[src/rtl/fifo_pkg.sv]
// Shared definitions for the synchronous FIFO family: default geometry,
// read-mode selectors and the pointer-width helper.
package fifo_pkg;

    localparam int FIFO_DEF_WIDTH = 8;
    localparam int FIFO_DEF_DEPTH = 16;

    // Read-mode selectors for the fwft parameter
    localparam int FIFO_MODE_STD  = 0;
    localparam int FIFO_MODE_FWFT = 1;

    // Number of address bits needed to index n entries (ceil(log2(n)))
    function automatic int fifo_ptr_w(input int n);
        int w;
        w = 0;
        while ((1 << w) < n) w++;
        return w;
    endfunction

endpackage

[src/rtl/fifo_sync_param_if.sv]
// Handshake and status bundle between a FIFO and its producer/consumer.
// The master side pushes/pops and observes status; the slave side is the FIFO.
interface fifo_sync_param_if
    import fifo_pkg::*;
#(
    parameter int width = FIFO_DEF_WIDTH,
    parameter int depth = FIFO_DEF_DEPTH
);
    localparam int cw = fifo_ptr_w(depth) + 1;

    logic             clr;
    logic             wr_en;
    logic [width-1:0] wr_data;
    logic             rd_en;
    logic [width-1:0] rd_data;
    logic             full;
    logic             empty;
    logic             almost_full;
    logic             almost_empty;
    logic [cw-1:0]    count;
    logic             overflow;
    logic             underflow;

    modport master (
        output clr, wr_en, wr_data, rd_en,
        input  rd_data, full, empty, almost_full, almost_empty,
               count, overflow, underflow
    );

    modport slave (
        input  clr, wr_en, wr_data, rd_en,
        output rd_data, full, empty, almost_full, almost_empty,
               count, overflow, underflow
    );

endinterface

[src/rtl/fifo_dpram.sv]
// Simple dual-port storage: one synchronous write port, one asynchronous
// read port, depth x width.
module fifo_dpram
    import fifo_pkg::*;
#(
    parameter int width = FIFO_DEF_WIDTH,
    parameter int depth = FIFO_DEF_DEPTH
)(
    input  logic                         clk,
    input  logic                         we,
    input  logic [fifo_ptr_w(depth)-1:0] waddr,
    input  logic [width-1:0]             wdata,
    input  logic [fifo_ptr_w(depth)-1:0] raddr,
    output logic [width-1:0]             rdata
);

    logic [width-1:0] mem [depth];

    // Store the incoming word at the write address
    // NOTE: storage has no reset on purpose -- a reset would force flops
    // instead of RAM, and the pointers already mark every entry invalid.
    always_ff @(posedge clk) begin
        // NOTE: non-blocking so every flop samples pre-edge values.
        if (we) mem[waddr] <= wdata;
    end

    assign rdata = mem[raddr];

endmodule

[src/rtl/fifo_sync_param.sv]
// Parametrised single-clock FIFO: pointers, occupancy count, threshold flags,
// sticky error flags, synchronous flush and selectable FWFT read mode.
module fifo_sync_param
    import fifo_pkg::*;
#(
    parameter int width     = FIFO_DEF_WIDTH,
    parameter int depth     = FIFO_DEF_DEPTH,
    parameter int afull_th  = 14,
    parameter int aempty_th = 2,
    parameter int fwft      = FIFO_MODE_STD
)(
    input  logic             clk,
    input  logic             rst,
    fifo_sync_param_if.slave bus
);

    localparam int aw = fifo_ptr_w(depth);

    localparam logic [aw-1:0] ptr_one    = aw'(1);
    localparam logic [aw:0]   cnt_one    = (aw+1)'(1);
    localparam logic [aw:0]   cnt_full   = (aw+1)'(depth);
    localparam logic [aw:0]   afull_lim  = (aw+1)'(afull_th);
    localparam logic [aw:0]   aempty_lim = (aw+1)'(aempty_th);

    logic [aw-1:0]    wr_ptr_q, rd_ptr_q;
    logic [aw:0]      count_q, count_nxt;
    logic             full_q, empty_q, afull_q, aempty_q;
    logic             ovf_q, unf_q;
    logic             wr_acc, rd_acc;
    logic [width-1:0] mem_rdata;

    // Acceptance uses the registered flags only, so no enable reaches an output
    assign wr_acc = bus.wr_en && !full_q  && !bus.clr;
    assign rd_acc = bus.rd_en && !empty_q && !bus.clr;

    // Next occupancy from the accepted operations; flush wins
    always_comb begin
        // NOTE: default first so every path assigns and no latch is inferred.
        count_nxt = count_q;
        if (bus.clr) begin
            count_nxt = '0;
        end else begin
            case ({wr_acc, rd_acc})
                2'b10:   count_nxt = count_q + cnt_one;
                2'b01:   count_nxt = count_q - cnt_one;
                default: count_nxt = count_q;
            endcase
        end
    end

    // Pointers, count, flags and sticky errors
    always_ff @(posedge clk or posedge rst) begin
        if (rst) begin
            wr_ptr_q <= '0;
            rd_ptr_q <= '0;
            count_q  <= '0;
            full_q   <= 1'b0;
            empty_q  <= 1'b1;
            afull_q  <= 1'b0;
            aempty_q <= 1'b1;
            ovf_q    <= 1'b0;
            unf_q    <= 1'b0;
        end else begin
            if (bus.clr) begin
                wr_ptr_q <= '0;
                rd_ptr_q <= '0;
                ovf_q    <= 1'b0;
                unf_q    <= 1'b0;
            end else begin
                if (wr_acc) wr_ptr_q <= wr_ptr_q + ptr_one;
                if (rd_acc) rd_ptr_q <= rd_ptr_q + ptr_one;
                if (bus.wr_en && full_q)  ovf_q <= 1'b1;
                if (bus.rd_en && empty_q) unf_q <= 1'b1;
            end
            count_q  <= count_nxt;
            full_q   <= (count_nxt == cnt_full);
            empty_q  <= (count_nxt == '0);
            afull_q  <= (count_nxt >= afull_lim);
            aempty_q <= (count_nxt <= aempty_lim);
        end
    end

    fifo_dpram #(
        .width (width),
        .depth (depth)
    ) u_mem (
        .clk   (clk),
        .we    (wr_acc),
        .waddr (wr_ptr_q),
        .wdata (bus.wr_data),
        .raddr (rd_ptr_q),
        .rdata (mem_rdata)
    );

    generate
        if (fwft == FIFO_MODE_FWFT) begin : g_fwft
            // Head entry presented directly; forced to zero while empty
            assign bus.rd_data = empty_q ? '0 : mem_rdata;
        end else begin : g_std
            logic [width-1:0] rd_q;

            // Capture the head entry on the edge that accepts a read
            always_ff @(posedge clk or posedge rst) begin
                if (rst)          rd_q <= '0;
                else if (bus.clr) rd_q <= '0;
                else if (rd_acc)  rd_q <= mem_rdata;
            end

            assign bus.rd_data = rd_q;
        end
    endgenerate

    assign bus.count        = count_q;
    assign bus.full         = full_q;
    assign bus.empty        = empty_q;
    assign bus.almost_full  = afull_q;
    assign bus.almost_empty = aempty_q;
    assign bus.overflow     = ovf_q;
    assign bus.underflow    = unf_q;

endmodule

[src/flat_wrapper.sv]
// flat-port wrapper written by rule: the top's interface ports become plain ports
module fifo_sync_param_flat import fifo_pkg::*;
#(
    parameter int width     = FIFO_DEF_WIDTH,
    parameter int depth     = FIFO_DEF_DEPTH,
    parameter int afull_th  = 14,
    parameter int aempty_th = 2,
    parameter int fwft      = FIFO_MODE_STD
)
  (clk, rst, bus_clr, bus_wr_en, bus_wr_data, bus_rd_en, bus_rd_data, bus_full, bus_empty, bus_almost_full, bus_almost_empty, bus_count, bus_overflow, bus_underflow);
  fifo_sync_param_if #(.width(width), .depth(depth)) bus_i ();
  input  logic clk;
  input  logic rst;
  input wire logic [$bits(bus_i.clr)-1:0] bus_clr;
  input wire logic [$bits(bus_i.wr_en)-1:0] bus_wr_en;
  input wire logic [$bits(bus_i.wr_data)-1:0] bus_wr_data;
  input wire logic [$bits(bus_i.rd_en)-1:0] bus_rd_en;
  output wire logic [$bits(bus_i.rd_data)-1:0] bus_rd_data;
  output wire logic [$bits(bus_i.full)-1:0] bus_full;
  output wire logic [$bits(bus_i.empty)-1:0] bus_empty;
  output wire logic [$bits(bus_i.almost_full)-1:0] bus_almost_full;
  output wire logic [$bits(bus_i.almost_empty)-1:0] bus_almost_empty;
  output wire logic [$bits(bus_i.count)-1:0] bus_count;
  output wire logic [$bits(bus_i.overflow)-1:0] bus_overflow;
  output wire logic [$bits(bus_i.underflow)-1:0] bus_underflow;
  assign bus_i.clr = bus_clr;
  assign bus_i.wr_en = bus_wr_en;
  assign bus_i.wr_data = bus_wr_data;
  assign bus_i.rd_en = bus_rd_en;
  assign bus_rd_data = bus_i.rd_data;
  assign bus_full = bus_i.full;
  assign bus_empty = bus_i.empty;
  assign bus_almost_full = bus_i.almost_full;
  assign bus_almost_empty = bus_i.almost_empty;
  assign bus_count = bus_i.count;
  assign bus_overflow = bus_i.overflow;
  assign bus_underflow = bus_i.underflow;
  fifo_sync_param #(.width(width), .depth(depth), .afull_th(afull_th), .aempty_th(aempty_th), .fwft(fwft)) u_core (.clk(clk), .rst(rst), .bus(bus_i));
endmodule
[config.mk]
export PLATFORM = sky130hd
export DESIGN_NAME = fifo_sync_param_flat
export DESIGN_NICKNAME = d
export VERILOG_FILES = /design/src/rtl/fifo_pkg.sv /design/src/rtl/fifo_sync_param_if.sv /design/src/rtl/fifo_dpram.sv /design/src/rtl/fifo_sync_param.sv /design/src/flat_wrapper.sv
export SDC_FILE = /design/constraint.sdc
export NUM_CORES = 1
export LEC_CHECK = 0
export CAP_MARGIN = 25
export CORE_MARGIN = 2
export CORE_UTILIZATION = 49
export DETAILED_ROUTE_END_ITERATION = 10
export DONT_BUFFER_PORTS = 1
export PLACE_DENSITY = 0.64
export SYNTH_ARGS = -nofsm -noshare
export SYNTH_HDL_FRONTEND = slang
export SYNTH_SLANG_ARGS = --single-unit
[constraint.sdc]
create_clock -name clk -period 4.4 [get_ports clk]
set_input_delay 0.44 -clock clk [delete_from_list [all_inputs] [get_ports clk]]
set_output_delay 0.44 -clock clk [all_outputs]
set_load 0.01 [all_outputs]
Yosys cells after proc, flatten, opt, wreduce, memory -nomap -nowiden
Memory sizes are Yosys's and may differ from the RTL's.
Index checks and enable logic that the tools add are counted.
- order comparisons: 2
- multiplexer cells: 14
- add/sub/neg operators: 4
- reductions and logical operators: 14
- eq/ne operators: 3
- operator list (kind ; number):
    2-to-1 mux 4 bit ; 4
    2-to-1 mux 8 bit ; 2
    one-hot mux 5 bit (2 select lines) ; 1
    adder 4 x 1 -> 4 bit (second input constant) ; 2
    nonzero test 2 bit ; 4
    logical AND 1 bit ; 6
    2-to-1 mux 1 bit ; 6
    adder 5 x 1 -> 5 bit (second input constant) ; 1
    == test 5 bit (second input constant) ; 1
    greater-or-equal comparator 5 x 4 -> 1 bit (second input constant) ; 1
    less-or-equal comparator 5 x 2 -> 1 bit (second input constant) ; 1
    logical NOT 5 bit ; 1
    2-to-1 mux 5 bit ; 1
    subtractor 5 x 1 -> 5 bit (second input constant) ; 1
    logical NOT 1 bit ; 3
    == test 2 x 1 -> 1 bit (second input constant) ; 1
    == test 2 bit (second input constant) ; 1
- memory bits (writable): 128
- output and inout bits: 19
- input bits: 13
- bits in registers: 27
- memories: 1
- memories (memory ; depth ; bits a word ; rd ports ; clocked after Yosys merged registers in ; write ports ; RTL line ; text):
    u_core.u_mem.mem ; 16 ; 8 ; 1 ; 0 ; 1 ; fifo_dpram.sv:17 ; logic [width-1:0] mem [depth];

Depth between registers and ports, before layout
- depth after elaboration: 7
- mapped depth: 12

Cells and area by module
From an unflattened synthesis, not the netlist that was laid out.
- cell total of the unflattened synthesis: 356
- area total of the unflattened synthesis: 6327.3 um^2
- by module, submodules not included (module ; cells each ; area an instance (um^2) ; instances):
    fifo_dpram ; 221 ; 4987.3 ; 1
    fifo_sync_param ; 135 ; 1340.0 ; 1

Worst setup path after synthesis
No wires, ideal clock.
- kind: input to register
- start: in bus_rd_en
- end: reg u_core.aempty_q, in the netlist u_core.bus.almost_empty
- setup time: 99 ps
- slack: 1540 ps
- required time: 4301 ps
- path buffers: 2
- cell stages on the path: 12
- arrival time: 2761 ps
- cells stage by stage: nor2b_1 > buf_2 > nor2b_1 > ha_1 > buf_4 > xor2_1 > ha_1 > nor3_1 > a211oi_1 > a21oi_2 > a31o_4 > a2111oi_4
- word-level cells in the longest chain between the ends: 6
- elaborated cells between the ends (all ways): 7
- ends and longest elaborated chain (item ; RTL line ; text):
    from (decl) ; flat_wrapper.sv:17 ; input wire logic [$bits(bus_i.rd_en)-1:0] bus_rd_en;
    logical AND 1 bit (*) (2 in series) ; fifo_sync_param.sv:34 ; assign rd_acc = bus.rd_en && !empty_q && !bus.clr;
    == test 2 x 1 -> 1 bit / == test 2 bit (equally long branches) ; fifo_sync_param.sv:43 ; case ({wr_acc, rd_acc})
    one-hot mux 5 bit (2 select lines) (*) ; fifo_sync_param.sv:43 ;
    2-to-1 mux 5 bit (*) ; fifo_sync_param.sv:40 ; if (bus.clr) begin
    via u_core.count_nxt[4] ; fifo_sync_param.sv:26 ; logic [aw:0] count_q, count_nxt;
    less-or-equal comparator 5 x 2 -> 1 bit (*) ; fifo_sync_param.sv:79 ; aempty_q <= (count_nxt <= aempty_lim);
    to (signal assigned) ; fifo_sync_param.sv:79 ;
    to (decl) ; fifo_sync_param.sv:27 ; logic full_q, empty_q, afull_q, aempty_q;
Mark *: on every way through the listed nets, which the timed path passes. The rest lies on a longest branch.
A chain may end at the register's enable or synchronous reset.

Worst setup path after layout
- start: reg u_core.full_q, in the netlist u_core.bus.full
- end: reg u_core.aempty_q, in the netlist u_core.bus.almost_empty
- word-level cells in the longest chain between the ends: 7
- elaborated cells between the ends (all ways): 8
- ends and longest elaborated chain (item ; RTL line ; text):
    from (decl) ; fifo_sync_param.sv:27 ;
    from (signal assigned) ; fifo_sync_param.sv:76 ; full_q <= (count_nxt == cnt_full);
    logical NOT 1 bit (*) ; fifo_sync_param.sv:33 ; assign wr_acc = bus.wr_en && !full_q && !bus.clr;
    logical AND 1 bit (*) (2 in series) ; fifo_sync_param.sv:33 ;
    == test 2 x 1 -> 1 bit / == test 2 bit (equally long branches) ; fifo_sync_param.sv:43 ;
    one-hot mux 5 bit (2 select lines) (*) ; fifo_sync_param.sv:43 ;
    2-to-1 mux 5 bit (*) ; fifo_sync_param.sv:40 ;
    via u_core.count_nxt[4] ; fifo_sync_param.sv:26 ;
    less-or-equal comparator 5 x 2 -> 1 bit (*) ; fifo_sync_param.sv:79 ;
Marked as above.

==> impl_metrics.json <==
{
  "outcome": "finished, final reports clean",
  "clockBufferDepth": 2,
  "tritoncts": "built",
  "placed_cell_area_sq_um": 6480,
  "power_uw": 3380,
  "coreArea_sq_um": 12600,
  "finalHoldViolCount": 0,
  "dieHeight_microns": 117,
  "wire_per_inst_microns": 22.0,
  "fp.dieW_microns": 117,
  "drt_first_pass_iters": 6,
  "synth.cell_area_sq_um": 6290,
  "finalSetupViolations": 0,
  "post_cts_resized": 0,
  "cts_buffers": 17,
  "final_common_cell": "edfxtp_1",
  "via_count": 3068,
  "nNetsFinal": 385,
  "synth_warnings": 0,
  "max_clock_freq_mhz": 327,
  "fin_crit_sh_pct": 69.6,
  "pin_count": 32,
  "grt_overflow": 0,
  "use_met3_pct": 6.39,
  "syn-num-nets": 372,
  "cts_setup_buffers": 0,
  "syn_avg_cell_area_sq_um": 17.9,
  "cap_violations": 0,
  "synth_edf_count": 128,
  "hold_buffers": 1,
  "fin_crit_ns": 3.06,
  "die_area_sq_um": 13800,
  "htree_levels": 4,
  "grt_pass1_vias": 3140,
  "gr-usage-met2_pct": 30.6,
  "cp.arrival_ns": 3.38,
  "synth.area.top_cells": "edfxtp_1, mux4_2, dfrtp_1",
  "synth_top_area_cell": "edfxtp_1",
  "maxSlewHeadroom_pct": 30.6,
  "synthCells": 351,
  "antenna_found_initial": 0,
  "netlist.area_leader.share_pct": 61.1,
  "start_util_pct": 50.0,
  "most-common-layout-cells": "edfxtp_1, nor2_1, mux4_2",
  "grt_max_degree": 36,
  "drt_iter0_markers": 346,
  "leakagePower_uw": 0.00240,
  "root_buffer": "clkbuf_16",
  "synth-seq-cells": 155,
  "drc_errors": 0,
  "final_layout_size_suffix_gt1_share_pct": 21.2,
  "gr-usage-all-layers_pct": 19.6,
  "clk_latency_ns": 0.42,
  "cts_num_sinks": 155,
  "dp_hpwl_microns": 7450,
  "synthFlopType": "edfxtp_1",
  "diodes": 0,
  "slew_viol_final": 0,
  "syn_to_final_growth_pct": 13.6,
  "ant_nets": 0,
  "hold_path.class": "in -> reg",
  "ir_drop_v": 0.000265,
  "io_buffers": 0,
  "synth-async-reset-ratio_pct": 17.4,
  "rows": 41,
  "finalInstanceArea_sq_um": 7140,
  "start_kind": "register",
  "setup_tns_ns": 0,
  "gp_congestion": 0.759,
  "grtUsageMet1_pct": 26.4,
  "yosysSeqAreaShare_pct": 71.9,
  "synth.distinct_cells": 40,
  "rsz0062_at_grt": "false",
  "clkSlewWorstSetupHoldPaths_ns": 0.06,
  "grt_first_pass_wirelength_microns": 18700,
  "wirelength_microns": 12100,
  "critPathKind": "reg -> reg",
  "grt-busiest-layer": "met2",
  "powerDensity_nw_per_um2": 473,
  "tightest_slew_ns": 1.04,
  "viasPerCell": 5.59,
  "skew_ns": 0.00623,
  "critical_path_required_ns": 4.72,
  "critPathCaptureType": "register",
  "path_max_fanout": 11
}
-- kinds of logic (layout without fill, tap and decap cells) --
| logic type | Yosys count | after routing | share of synthesized area (%) |
|---|---|---|---|
| buf+inv | 24 | 50 | 1.93 |
| xor+xnor | 9 | 9 | 1.25 |
| mux | 44 | 44 | 13.4 |
| fa+ha+maj | 8 | 8 | 1.59 |
| simple gates | 78 | 78 | 5.65 |
| compound gates | 33 | 33 | 4.24 |
| flops | 155 | 155 | 71.9 |
-- sequential cells by signal, indices dropped and copies added (netlist names) --
register                 flops
u_core.u_mem.mem           128
u_core.bus.rd_data           8
u_core.bus.count             5
u_core.rd_ptr_q              4
u_core.wr_ptr_q              4
u_core.bus.almost_empty      1
u_core.bus.almost_full       1
u_core.bus.empty             1
u_core.bus.full              1
u_core.bus.overflow          1
u_core.bus.underflow         1
-- metal layers --
| layer | part of all wire, % | up-vias |
|---|---|---|
| li1 | - | 1388 |
| met1 | 44 | 1586 |
| met2 | 49 | 83 |
| met3 | 6.0 | 11 |
| met4 | 1.1 | 0 |
| met5 | 0 | - |
-- power breakdown --
group          total (uW)  leakage [uW]  internal, uW  switching [uW]
Sequential           1660       0.00151          1620            35.5
Combinational         221      0.000599           115             106
Clock                1500      0.000287           949             556
-- critical path, stage by stage (launching register included) --
cell and delay (ns):
dfrtp_1 0.43, nor2b_1 0.34, nor2b_1 0.34, inv_1 0.10, ha_1 0.31, xor2_1 0.21
ha_1 0.20, nor3_1 0.05, a211oi_1 0.37, a21oi_2 0.10, a31o_4 0.25, a2111oi_4 0.27
-- cell type report --
class	count	area, sq um
multi-input cells	172	1640
flip-flops and latches	155	4520
inverters	5	18.8
clock inverters	11	169
well taps	172	215
clock buffers	21	440
repair buffers	13	133
fillers	946	5430
-- Yosys cell counts, types with 2 or more instances --
cell	instances
inv_1	5
edfxtp_1	128
mux4_2	32
dfstp_2	2
mux2i_1	11
a22oi_1	16
xor2_1	7
xnor2_1	2
buf_2	3
nand2_1	15
a31oi_1	2
nor2b_1	8
ha_1	8
buf_4	3
buf_1	6
buf_6	2
clkbuf_1	4
dfrtp_1	25
a21oi_1	6
nor2_1	38
nor3_1	6
nand4_1	2
nand2b_1	3
-- final timing paths --
path	endpoint	cells past startpoint	slack (ns)	startpoint
min in group asynchronous	u_core.wr_ptr_q[2]	2	0.51	rst
max in group asynchronous	u_core.bus.empty	3	3.32	rst
worst min register to register	u_core.bus.overflow	2	0.56	u_core.bus.overflow
worst max register to register	u_core.bus.almost_empty	11	1.34	u_core.bus.full
worst max-delay path	u_core.bus.almost_empty	11	1.34	u_core.bus.full
worst min-delay path	u_core.wr_ptr_q[2]	1	0.08	bus_clr
-- metrics by stage --
step           hold slack (ns)  std cells  util, %  worst slack [ns]
2_1_floorplan            0.491        351        -              1.54
3_3_place_gp             0.506        511     51.3              1.41
3_5_place_dp             0.409        512     51.6              1.32
4_1_cts                 0.0694        545     56.5              1.32
5_1_grt                 0.0652        549     56.8             0.993
6_report                0.0832        549     56.8              1.34
Note: power is estimated with default switching activity, not from simulation.
